**src/rtl/pair_count_scheduler.sv**
```systemverilog
// Two-requester scheduler around one serial engine that counts adjacent "11" bit pairs.
// Build option SCHED_FIXED_PRIO_EN: requester 0 always wins ties instead of round-robin.
module pair_count_scheduler #(
  parameter int nBits       = 8,
  parameter int nOutputBits = 4
) (
  input  logic                   clock,
  input  logic                   reset,
  input  logic                   enable,
  input  logic                   req0,
  input  logic                   req1,
  input  logic [nBits-1:0]       data0,
  input  logic [nBits-1:0]       data1,
  output logic                   ack0,
  output logic                   ack1,
  output logic                   grantId,
  output logic                   busy,
  output logic [nOutputBits-1:0] result,
  output logic                   resultValid
);
  // Handshake: reqN is a level held (with dataN stable) until ackN, a one-clock pulse
  // in DONE alongside resultValid; a req still high back in IDLE starts a fresh job.
  localparam int SW = (nBits < 2) ? 2 : nBits;
  localparam int CW = $clog2(nBits + 1);
  localparam logic [CW-1:0]          LAST_STEP = CW'(nBits - 1);
  localparam logic [nOutputBits-1:0] COUNT_MAX = '1;

  typedef enum logic [1:0] {IDLE, SHIFT, DONE} state_t;

  state_t                 state_q, state_d;
  logic [SW-1:0]          shreg_q, shreg_d;
  logic [nOutputBits-1:0] count_q, count_d;
  logic [nOutputBits-1:0] result_q, result_d;
  logic [CW-1:0]          step_q, step_d;
  logic                   grant_q, grant_d;
  logic                   ack0_q, ack0_d;
  logic                   ack1_q, ack1_d;
  logic                   valid_q, valid_d;
  logic                   busy_q, busy_d;
  logic                   win;

`ifdef SCHED_FIXED_PRIO_EN
  assign win = !req0;
`else
  logic last_grant_q, last_grant_d;
  // On a tie, the requester that did not win last time is served.
  assign win = (req0 && req1) ? !last_grant_q : req1;
`endif

  always_comb begin
    state_d = state_q;
    shreg_d = shreg_q;
    count_d = count_q;
    step_d  = step_q;
    grant_d = grant_q;
    result_d = result_q;
    ack0_d  = 1'b0;
    ack1_d  = 1'b0;
    valid_d = 1'b0;
`ifndef SCHED_FIXED_PRIO_EN
    last_grant_d = last_grant_q;
`endif
    case (state_q)
      IDLE: begin
        if (enable && (req0 || req1)) begin
          grant_d = win;
`ifndef SCHED_FIXED_PRIO_EN
          last_grant_d = win;
`endif
          shreg_d = win ? SW'(data1) : SW'(data0);
          count_d = '0;
          step_d  = '0;
          if (nBits == 1) begin
            // A one-bit word has no pairs, so the job finishes without shifting.
            state_d  = DONE;
            result_d = '0;
            ack0_d   = !win;
            ack1_d   = win;
            valid_d  = 1'b1;
          end else begin
            state_d = SHIFT;
          end
        end
      end
      SHIFT: begin
        if (enable) begin
          if (shreg_q[1:0] == 2'b11 && count_q != COUNT_MAX) count_d = count_q + 1'b1;
          shreg_d = shreg_q >> 1;
          step_d  = step_q + 1'b1;
          if (step_d == LAST_STEP) begin
            state_d  = DONE;
            result_d = count_d;
            ack0_d   = !grant_q;
            ack1_d   = grant_q;
            valid_d  = 1'b1;
          end
        end
      end
      DONE:    state_d = IDLE;
      default: state_d = IDLE;
    endcase
    busy_d = (state_d != IDLE);
  end

  always_ff @(posedge clock or posedge reset) begin
    if (reset) begin
      state_q  <= IDLE;
      shreg_q  <= '0;
      count_q  <= '0;
      step_q   <= '0;
      grant_q  <= 1'b0;
      result_q <= '0;
      ack0_q   <= 1'b0;
      ack1_q   <= 1'b0;
      valid_q  <= 1'b0;
      busy_q   <= 1'b0;
`ifndef SCHED_FIXED_PRIO_EN
      last_grant_q <= 1'b1;
`endif
    end else begin
      state_q  <= state_d;
      shreg_q  <= shreg_d;
      count_q  <= count_d;
      step_q   <= step_d;
      grant_q  <= grant_d;
      result_q <= result_d;
      ack0_q   <= ack0_d;
      ack1_q   <= ack1_d;
      valid_q  <= valid_d;
      busy_q   <= busy_d;
`ifndef SCHED_FIXED_PRIO_EN
      last_grant_q <= last_grant_d;
`endif
    end
  end

  assign ack0        = ack0_q;
  assign ack1        = ack1_q;
  assign grantId     = grant_q;
  assign busy        = busy_q;
  assign result      = result_q;
  assign resultValid = valid_q;
endmodule
```
**config.mk**
```make
export PLATFORM = sky130hd
export DESIGN_NAME = pair_count_scheduler
export DESIGN_NICKNAME = d
export VERILOG_FILES = /design/src/rtl/pair_count_scheduler.sv
export SDC_FILE = /design/constraint.sdc
export NUM_CORES = 1
export LEC_CHECK = 0
export ABC_AREA = 1
export ABC_CLOCK_PERIOD_IN_PS = 3250
export CORE_UTILIZATION = 40
export CTS_CLUSTER_DIAMETER = 120
export DETAILED_ROUTE_END_ITERATION = 10
export GPL_ROUTABILITY_DRIVEN = 0
export PLACE_DENSITY_LB_ADDON = 0.05
export RECOVER_POWER = 25
export SYNTH_ARGS = -nofsm -noshare
export SYNTH_HDL_FRONTEND = slang
export SYNTH_SLANG_ARGS = --single-unit
```
**constraint.sdc**
```tcl
create_clock -name clock -period 3.25 [get_ports clock]
set_clock_uncertainty 0.15 [all_clocks]
set_input_delay 0.65 -clock clock [delete_from_list [all_inputs] [get_ports clock]]
set_output_delay 0.65 -clock clock [all_outputs]
set_load 0.05 [all_outputs]
```
**Word-level counts from Yosys, hierarchy flattened**

Index checks and enable logic that the tools add are counted.

- Bits in writable memories: 0
- Latch bits: 0
- ROM bits: 0
- Memories: 0
- Flip-flop bits (word level): 28
- Logic and storage cells: 55

- Multiply operators: 0
- Shifts and indexed selects: 0
- Reductions and logical operators: 12
- Equality and inequality tests: 6
- Add/subtract/negate cells: 2
- Multiplexer cells: 24
- Bitwise logic cells: 0
- Divide/modulo/power cells: 0
- Order comparisons: 0

Operator list:

| cell | number |
|---|---|
| $mux W8 | 3 |
| $mux W4 | 4 |
| $pmux W4 S2 | 2 |
| $pmux W8 S2 | 1 |
| $mux W1 | 10 |
| $add A4 B1 Y4 const B | 2 |
| $mux W2 | 3 |
| $reduce_and A3 Y1 | 2 |
| $eq A4 B3 Y1 const B | 1 |
| $ne A2 B2 Y1 const B | 2 |
| $ne A4 B4 Y1 const B | 1 |
| $pmux W2 S2 | 1 |
| $reduce_bool A2 Y1 | 2 |
| $logic_and A1 B1 Y1 | 3 |
| $eq A2 B1 Y1 const B | 1 |
| $eq A2 B2 Y1 const B | 1 |
| $logic_not A1 Y1 | 2 |
| $logic_not A2 Y1 | 1 |
| $reduce_and A2 Y1 | 1 |
| $logic_or A1 B1 Y1 | 1 |

**Longest topological paths before layout**

Gate-level depths: netlist of run 1.

- Depth after elaboration: 6
- Depth in mapped cells: 9
- Gate-level depth less buffers: 9

**Worst setup path after synthesis of run 1**

Ideal clock, no wire load.

- Kind: input -> register
- From: input req1
- To: register grant_q, in the netlist grantId
- Setup time: 0.127 ns
- Stages on the path: 6
- Setup slack: 1.732 ns
- Arrival: 1.241 ns
- Cell sequence: nor2_1 -> nor2_1 -> nand2_2 -> clkinv_1 -> nand2_1 -> o21ai_0

- Cells in the longest elaborated chain, start to end: 3
- Elaborated cells between the ends (all ways): 5
- Those cells by class: 1 x mux; 4 x reduce/logical

Ends and longest elaborated chain:

| what | line | text |
|---|---|---|
| start, declared | 11 | `input logic req1,` |
| $logic_or A1 B1 Y1 | 65 | `if (enable && (req0 \|\| req1)) begin` |
| $logic_and A1 B1 Y1 | 65 |  |
| $reduce_and A2 Y1 (no line) | -- |  |
| end signal, assigned | 125 | `grant_q <= grant_d;` |
| end, declared | 35 | `logic grant_q, grant_d;` |

Several ways; a longest one is shown, not always the timed one.
A chain may end at the register's enable or synchronous reset.

**Worst setup path in the final report of run 1**

- From: register grant_q, in the netlist grantId
- To: output grantId

RTL lines:

| what | line | text |
|---|---|---|
| end, declared | 16 | `output logic grantId,` |

No word-level cell between the ends.

==> impl_results.md, run 1 <==
- Status: finished, final reports clean
- Post CTS Setup Buffer Count: 0
- Vias per cell: 4.709
- Synth warn: 0
- Data required time of the worst path: 2.45 ns
- Fin crit share: 72.28%
- Crit path launch type: flip-flop
- Multi-input logic area: 593.1 sq um
- Type of the worst min-delay path: reg2reg
- Yosys top cell area share: 49.18%
- Syn avg cell area: 7.762 sq um
- Crit path largest cell delay: 0.81 ns
- Final Instance Area: 1748 sq um
- Antenna Violating Nets Remaining: 0
- Count leader, synth: nand2_1
- Worst-margin pin slew: 1.430 ns
- Placed Cells incl. Taps: 250
- Unrepaired setup endpoints after global routing: no
- Clock buffer depth: 2
- Ports: 30
- DRC: 0
- Netlist cell types: 20
- Critical path cell sequence: clkdlybuf4s50_1
- Starting Density: 43.57%
- Fillcell total: 314
- Clock sinks: 28
- Area Growth Syn to Fin: 27.23%
- DR iter-0 viols: 58
- Dominant cell type by area after synthesis: dfrtp_1
- Most frequent cells after synthesis: nand2_1 (86), dfrtp_1 (27), inv_1 (14), nand3_1 (10), nor2_1 (7)
- Clock root buffer: clkbuf_4
- Peak VDD IR: 0.2410 mV
- Slew Limit Fails: 0
- Final setup vio count: 0
- Core Region: 3153 sq um
- Port Buffers: 29
- Prevailing post-synth register cell: dfrtp_1
- First-pass GRT wire length: 4747 um
- Final Hold Fails: 0
- Die width: 60.61 um
- Leading post-synthesis cells by cell area: dfrtp_1 (49%), nand2_1 (23%), inv_1 (3.8%)
- Max cap viols: 0
- Period minus WS final: 2.349 ns
- Total Nets Final: 235
- Top delay family on crit path: buffers and inverters
- CTS tree: yes
- Fmax: 0.4257 GHz
- # rows: 20
- Total GRT Usage: 17.49%
- Post-DP HPWL: 2141 um
- Sequential area share after synthesis: 51.09%
- Die Height: 60.61 um
- Number of CTS-inserted buffers: 3
- Slew margin rel.: 4.656%
- Worst flop-to-flop path startpoint: last_grant_q
- Post-synth ARST share: 100.0%
- Buf/Inv on CP: 1
- Clk_lat worst skew: 0.32 ns
- Post-cts gate resize count: 0
- Setup WS pre-CTS: 1.015 ns
- Layout cell share with drive strength beyond 1: 6.667%
- Worst Setup SP: grantId
- R2r setup slk: 1.62 ns
- Total number of vias: 1196
- Arrival time at the worst endpoint: 1.55 ns
- Worst R2R End: shreg_q[2]
- Slowest-stage cell, CP: clkdlybuf4s50_1
- WL per Instance: 10.80 um
- Area post-placement: 1715 sq um
- CTS H-tree lvls: 1
- Register area: 701.9 sq um
- Mapped Nets: 201
- Post-Synthesis Cells: 177
- Hold buffers post-CTS: 0
- Clock-pin slew on the worst setup and hold paths: 0.16 ns
- Synthesized flop and latch total: 28
- CP Max Fanout: 3
- CP Class: reg2out
- Largest net degree at the start of global routing: 29
- Die area: 3673 sq um
- EDFF count, synth: 0
- Finished Layout Cells: 254
- Initial antenna violation count: 0
- Vias in the first global route: 1182
- GRT Residual Overflow: 0
- Leak: 0.8839 nW
- Post-route setup TNS: 0 ns
- Finished Core Util: 55.44%
- Routed WL: 2743 um
- Worst setup EP type: output port
- Setup WS post-layout: 0.9008 ns
- Ant. Diodes: 0
- Mapped cell area: 1374 sq um
- Worst Reg-to-Reg Cells: 7
- Drt pass-1 iters: 4
- PD cells: 763.9 nW/um^2
- Critical path depth in cells: 1
- Critical Path End: grantId
[worst min path at each step]
| stage | from | endpoint | cells past startpoint |
|---|---|---|---|
| floorplan | last_grant_q | last_grant_q | 2 |
| global placement | result[1] | result[1] | 2 |
| detailed placement | grantId | ack0 | 1 |
| CTS | grantId | ack0 | 1 |
| global route | grantId | ack0 | 1 |
| finish | grantId | ack0 | 1 |
[per-stage QoR]
step	hold slack, ns	power [mW]
CTS	0.3322	1.351
floorplan	0.2981	0.9980
finish	0.3342	1.335
detailed placement	0.3119	1.180
global placement	0.3132	1.165
global route	0.3660	1.454
[placed cells by master (no fill, tap or decap), types with 2 or more instances in the layout]
| master | count |
|---|---|
| nand2_1 | 86 |
| clkdlybuf4s50_1 | 28 |
| dfrtp_1 | 27 |
| inv_1 | 14 |
| nand3_1 | 10 |
| nor2_1 | 7 |
| o21ai_0 | 6 |
| o22ai_1 | 4 |
| nand2_2 | 3 |
| clkinv_1 | 3 |
| ha_1 | 3 |
| clkbuf_4 | 3 |
| nor2_4 | 2 |
| o21ai_1 | 2 |
| nand4_1 | 2 |
| a21oi_1 | 2 |
[final cells by class]
| type | instances | share of cell area, % |
|---|---|---|
| Tap cell | 44 | 3.150 |
| Multi-Input combinational cell | 130 | 33.93 |
| Timing Repair Buffer | 30 | 16.82 |
| Sequential cell | 28 | 40.16 |
| Inverter | 18 | 3.865 |
| Clock buffer | 4 | 2.076 |
[cells by family after synthesis]
group	share of synthesized area, %
AO/OA/AOI/OAI	5.464
AND/OR/NAND/NOR	34.97
buffers and inverters	5.737
adder cells (fa/ha/maj)	2.733
flip-flops	51.09
[where the power goes]
part           leakage, nW  switching (mW)  internal, mW
Clock               0.0210          0.0997        0.0685
Sequential           0.363          0.0917         0.479
Combinational        0.500           0.390         0.207
[flip-flops by register name (all words and copies together), names as in the netlist]
name / flops
shreg_q: 8
count_q: 4
result: 4
step_q: 4
state_q: 2
ack0: 1
ack1: 1
busy: 1
grantId: 1
last_grant_q: 1
resultValid: 1
[layer usage]
metal  vias to the layer above  share of wire, %  GRT usage, %
li1                        618                 -             -
met1                       544                44         19.86
met2                        32                50         32.65
met3                         2               5.1         3.198
met4                         0              0.55         6.169
met5                         -                 0             0
No activity file was read; power rests on OpenSTA's default activity.
==> run 2, diff against run 1 <==
ABC_CLOCK_PERIOD_IN_PS = 2100   (was 3250)
clock period = 2.1 ns   (was 3.25 ns; I/O delays follow)
==> impl_results.md, run 2 (same netlist as run 1, synthesis figures left out) <==
- Placed Cells incl. Taps: 251 (+0.40%)
- Setup WS pre-CTS: 0.1626 ns (-0.8524 ns)
- Type of the worst min-delay path: reg2reg
- GRT Residual Overflow: 0 (unchanged)
- Leak: 0.9898 nW (+12%)
- Area post-placement: 1720 sq um (+0.29%)
- Clock root buffer: clkbuf_4
- Clock-pin slew on the worst setup and hold paths: 0.14 ns (-0.02 ns)
- Biggest register: shreg_q
- Critical path cell sequence: clkdlybuf4s50_1
- Die width: 60.61 um (unchanged)
- Initial antenna violation count: 0 (unchanged)
- Data required time of the worst path: 1.53 ns (-0.92 ns)
- Total GRT Usage: 18.48% (+0.99 points)
- Worst setup EP type: output port
- Clock sinks: 28 (unchanged)
- Pwr Total: 2.058 mW (+54%)
- Buf/Inv on CP: 1 (unchanged)
- Ports: 30 (unchanged)
- Slowest-stage cell, CP: clkdlybuf4s50_1
- Port Buffers: 29 (unchanged)
- Fin crit share: 97.39%
- Largest net degree at the start of global routing: 29 (unchanged)
- Core Region: 3153 sq um (unchanged)
- Vias per cell: 4.639 (-1.5%)
- Worst-margin pin slew: 0.6728 ns (-0.7573 ns)
- # rows: 20 (unchanged)
- R2r setup slk: 0.53 ns (-1.09 ns)
- Crit path launch type: flip-flop
- CTS H-tree lvls: 1 (unchanged)
- Die Height: 60.61 um (unchanged)
- Starting Density: 43.57% (unchanged)
- Hold depth: 2 (+1)
- Arrival time at the worst endpoint: 1.48 ns (-0.07 ns)
- Total number of vias: 1183 (-1.1%)
- Fillcell total: 313 (-0.32%)
- DR iter-0 viols: 46 (-21%)
- Fmax: 0.4889 GHz
- Max reg flops: 8 (unchanged)
- Final Hold Fails: 0 (unchanged)
- DRC: 0 (unchanged)
- Setup WS post-layout: 0.05475 ns (-0.8461 ns)
- Most common cell after layout, fill and taps aside: nand2_1
- Clk_lat worst skew: 0.32 ns (about the same)
- Final Instance Area: 1768 sq um (+1.1%)
- Total Nets Final: 236 (+0.43%)
- CTS tree: yes
- CP Max Fanout: 1 (-2)
- Slew Limit Fails: 0 (unchanged)
- Top delay family on crit path: buffers and inverters
- Slew margin rel.: 55.14% (+50 points)
- Clock buffer depth: 2 (unchanged)
- Finished Layout Cells: 255 (+0.39%)
- Layout cell share with drive strength beyond 1: 8.057% (+1.4 points)
- Crit path largest cell delay: 0.80 ns (about the same)
- Worst Reg-to-Reg Cells: 7 (unchanged)
- Die area: 3673 sq um (unchanged)
- Ant. Diodes: 0 (unchanged)
- Hold buffers post-CTS: 0 (unchanged)
- Vias in the first global route: 1137 (-3.8%)
- First-pass GRT wire length: 5009 um (+5.5%)
- WL per Instance: 11.31 um (+4.8%)
- Drt pass-1 iters: 4 (unchanged)
- PD cells: 1164 nW/um^2 (+52%)
- CP Class: reg2out
- Area Growth Syn to Fin: 28.69%
- Most frequent cells in the layout: nand2_1 (86), dfrtp_1 (27), clkdlybuf4s50_1 (20), inv_1 (14), nand3_1 (10)
- Final hold slack: 0.3316 ns (-0.002599 ns)
- Routed WL: 2885 um (+5.2%)
- Post-DP HPWL: 2237 um (+4.5%)
- Max cap viols: 0 (unchanged)
- Final setup vio count: 0 (unchanged)
- Number of CTS-inserted buffers: 3 (unchanged)
- Peak VDD IR: 0.4419 mV (+83%)
- Status: finished, final reports clean
- Period minus WS final: 2.045 ns
- Critical path depth in cells: 1 (unchanged)
- Antenna Violating Nets Remaining: 0 (unchanged)
## run 2: what timing repair did
action | CTS | global route
buffers inserted | 0 | 0
resized for setup | 1 | 6
endpoints found under the setup margin | 1 | 6
## run 2: worst min-delay path, delay by kind of cell (launching register included)
family | cells | cell delay [ns]
flip-flops | 1 | 0.39
AND/OR/NAND/NOR | 2 | 0.10
## run 2: through the flow
| stage | utilization [%] | TNS [ns] |
|---|---|---|
| final | 56.07 | 0 |
| after CTS | 55.67 | 0 |
| after floorplan | - | 0 |
| after global routing | 56.07 | -0.004624 |
| after detailed placement | 54.56 | 0 |
| after global placement | 54.56 | 0 |
## run 2: power breakdown
group	total, mW	internal (mW)	switching (mW)
combinational	0.911	0.311	0.600
clock	0.259	0.106	0.152
sequential	0.888	0.741	0.147
## run 2: path summary, 6_finish.rpt
path	end	from
worst max-delay path	resultValid	resultValid
worst min-delay path	last_grant_q	last_grant_q
worst max register to register	result[3]	count_q[0]
worst min register to register	last_grant_q	last_grant_q
max in group asynchronous	resultValid	reset
min in group asynchronous	state_q[1]	reset
## run 2: final cells by class
| class | instances | area [sq um] | area share, % |
|---|---|---|---|
| inverter | 18 | 67.56 | 3.822 |
| clock buffer | 4 | 36.28 | 2.052 |
| tap | 44 | 55.05 | 3.114 |
| sequential | 28 | 701.9 | 39.70 |
| multi-input combinational | 130 | 593.1 | 33.55 |
| timing repair buffer | 31 | 314.1 | 17.76 |
## run 2: per-layer routing
layer	routed length (um)	GRT usage [%]	part of all wire, %
met1	1347	24.30	47
met3	108	2.559	3.7
met5	0	0	0
met2	1365	29.98	47
met4	65	9.091	2.3
==> run 3, diff against run 2 <==
GPL_TIMING_DRIVEN = 0   (was not set)
==> impl_results.md, run 3 (same netlist as run 1, synthesis figures left out) <==
- Most common cell after layout, fill and taps aside: nand2_1
- Crit path launch type: flip-flop
- Ant. Diodes: 0 (unchanged)
- Vias per cell: 4.701 (+1.3%)
- Setup WS post-layout: 0.07050 ns (+0.01575 ns)
- Period minus WS final: 2.030 ns (-0.01575 ns)
- CP Class: reg2out
- Final Hold Fails: 0 (unchanged)
- Crit path largest cell delay: 0.79 ns (about the same)
- Worst Hold Launch: grantId
- Die width: 60.61 um (unchanged)
- Slowest-stage cell, CP: clkdlybuf4s50_1
- Layout cell share with drive strength beyond 1: 4.286% (-3.8 points)
- CTS tree: yes
- Clock sinks: 28 (unchanged)
- Worst-margin pin slew: 1.023 ns (+0.3506 ns)
- Peak VDD IR: 0.4283 mV (-3.1%)
- DR iter-0 viols: 39 (-15%)
- Finished Core Util: 55.63% (-0.44 points)
- Fmax: 0.4927 GHz (+0.78%)
- Max cap viols: 0 (unchanged)
- Slew Limit Fails: 0 (unchanged)
- Total Nets Final: 235 (-0.42%)
- Total number of vias: 1194 (+0.93%)
- Drt pass-1 iters: 5 (+1)
- Post-route setup TNS: 0 ns (unchanged)
- First-pass GRT wire length: 4698 um (-6.2%)
- Type of the worst min-delay path: reg2reg
- Unrepaired setup endpoints after global routing: no
- Final setup vio count: 0 (unchanged)
- Fillcell total: 341 (+8.9%)
- Setup WS pre-CTS: 0.07196 ns (-0.09065 ns)
- Biggest register: shreg_q
- Largest net degree at the start of global routing: 29 (unchanged)
- Worst Setup SP: resultValid
- Clk_lat worst skew: 0.34 ns (+0.02 ns)
- Arrival time at the worst endpoint: 1.46 ns (-0.02 ns)
- Port Buffers: 29 (unchanged)
- Most frequent cells in the layout: nand2_1 (89), dfrtp_1 (27), clkdlybuf4s50_1 (20), inv_1 (14), nand3_1 (11)
- Fin crit share: 96.64% (-0.75 points)
- CP Max Fanout: 1 (unchanged)
- Buf/Inv on CP: 1 (unchanged)
- DRC: 0 (unchanged)
- WL per Instance: 10.75 um (-5.0%)
- Worst flop-to-flop path startpoint: state_q[1]
- Total GRT Usage: 17.19% (-1.3 points)
- Clock-pin slew on the worst setup and hold paths: 0.16 ns (+0.02 ns)
- Final hold slack: 0.2833 ns (-0.04832 ns)
- # rows: 20 (unchanged)
- Core Region: 3153 sq um (unchanged)
- Status: finished, final reports clean
- PD cells: 1209 nW/um^2 (+3.9%)
- Die area: 3673 sq um (unchanged)
- Clock root buffer: clkbuf_4
- Starting Density: 43.57% (unchanged)
- Critical path cell sequence: clkdlybuf4s50_1
- CTS H-tree lvls: 1 (unchanged)
- Slew margin rel.: 31.70% (-23 points)
- Clock buffer depth: 2 (unchanged)
- GRT Residual Overflow: 0 (unchanged)
- Area Growth Syn to Fin: 27.69%
- Post-DP HPWL: 2102 um (-6.0%)
- Ports: 30 (unchanged)
- Pwr Total: 2.121 mW (+3.1%)
- Data required time of the worst path: 1.53 ns (about the same)
- Top delay family on crit path: buffers and inverters
- Hold buffers post-CTS: 0 (unchanged)
- Leak: 0.9902 nW (about the same)
- Worst setup EP type: output port
- Routed WL: 2730 um (-5.4%)
- Antenna Violating Nets Remaining: 0 (unchanged)
- Die Height: 60.61 um (unchanged)
- Vias in the first global route: 1167 (+2.6%)
- Number of CTS-inserted buffers: 3 (unchanged)
- Initial antenna violation count: 0 (unchanged)
- Max reg flops: 8 (unchanged)
## run 3: final cells by class
type / instances / area [sq um] / share of cell area [%]
buffer: 1 / 11.26 / 0.6419
clock buffer: 3 / 22.52 / 1.284
clock inverter: 1 / 30.03 / 1.712
inverter: 18 / 67.56 / 3.852
multi-input combinational: 130 / 565.5 / 32.24
sequential: 28 / 701.9 / 40.01
tap: 44 / 55.05 / 3.138
timing repair buffer: 29 / 300.3 / 17.12
## run 3: per-stage QoR
| stage | cell area [sq um] | std cells |
|---|---|---|
| after floorplan | 1374 | 177 |
| after global placement | 1719 | 250 |
| after detailed placement | 1719 | 250 |
| after CTS | 1769 | 254 |
| after global routing | 1754 | 254 |
| final | 1754 | 254 |
## run 3: power by group
| group | total [mW] | switching [mW] | internal [mW] |
|---|---|---|---|
| clock | 0.354 | 0.161 | 0.193 |
| sequential | 0.876 | 0.135 | 0.741 |
| combinational | 0.891 | 0.582 | 0.309 |
| total | 2.12 | 0.878 | 1.24 |
## run 3: path summary, 6_finish.rpt
kind                                     to  slack [ns]  cells after the start
worst max register to register   shreg_q[6]        0.49                      7
worst min-delay path                   ack0        0.28                      1
worst max-delay path            resultValid        0.07                      1
min in group asynchronous        shreg_q[4]        0.60                      2
worst min register to register         ack0        0.28                      1
max in group asynchronous        state_q[1]        0.57                      2
## run 3: layer usage
| metal | part of all wire (%) | vias to the layer above | global-route usage [%] |
|---|---|---|---|
| li1 | - | 617 | - |
| met1 | 44 | 542 | 18.41 |
| met2 | 52 | 33 | 34.85 |
| met3 | 3.7 | 2 | 2.559 |
| met4 | 0.77 | 0 | 3.896 |
| met5 | 0 | - | 0 |
## run 3: what timing repair did
item | in CTS | in global routing
endpoints found under the hold margin | 0 | 0
setup endpoints to repair | 2 | 5
gates resized for setup | 2 | 5
setup buffers | 0 | 0
gates cloned | 0 | 0
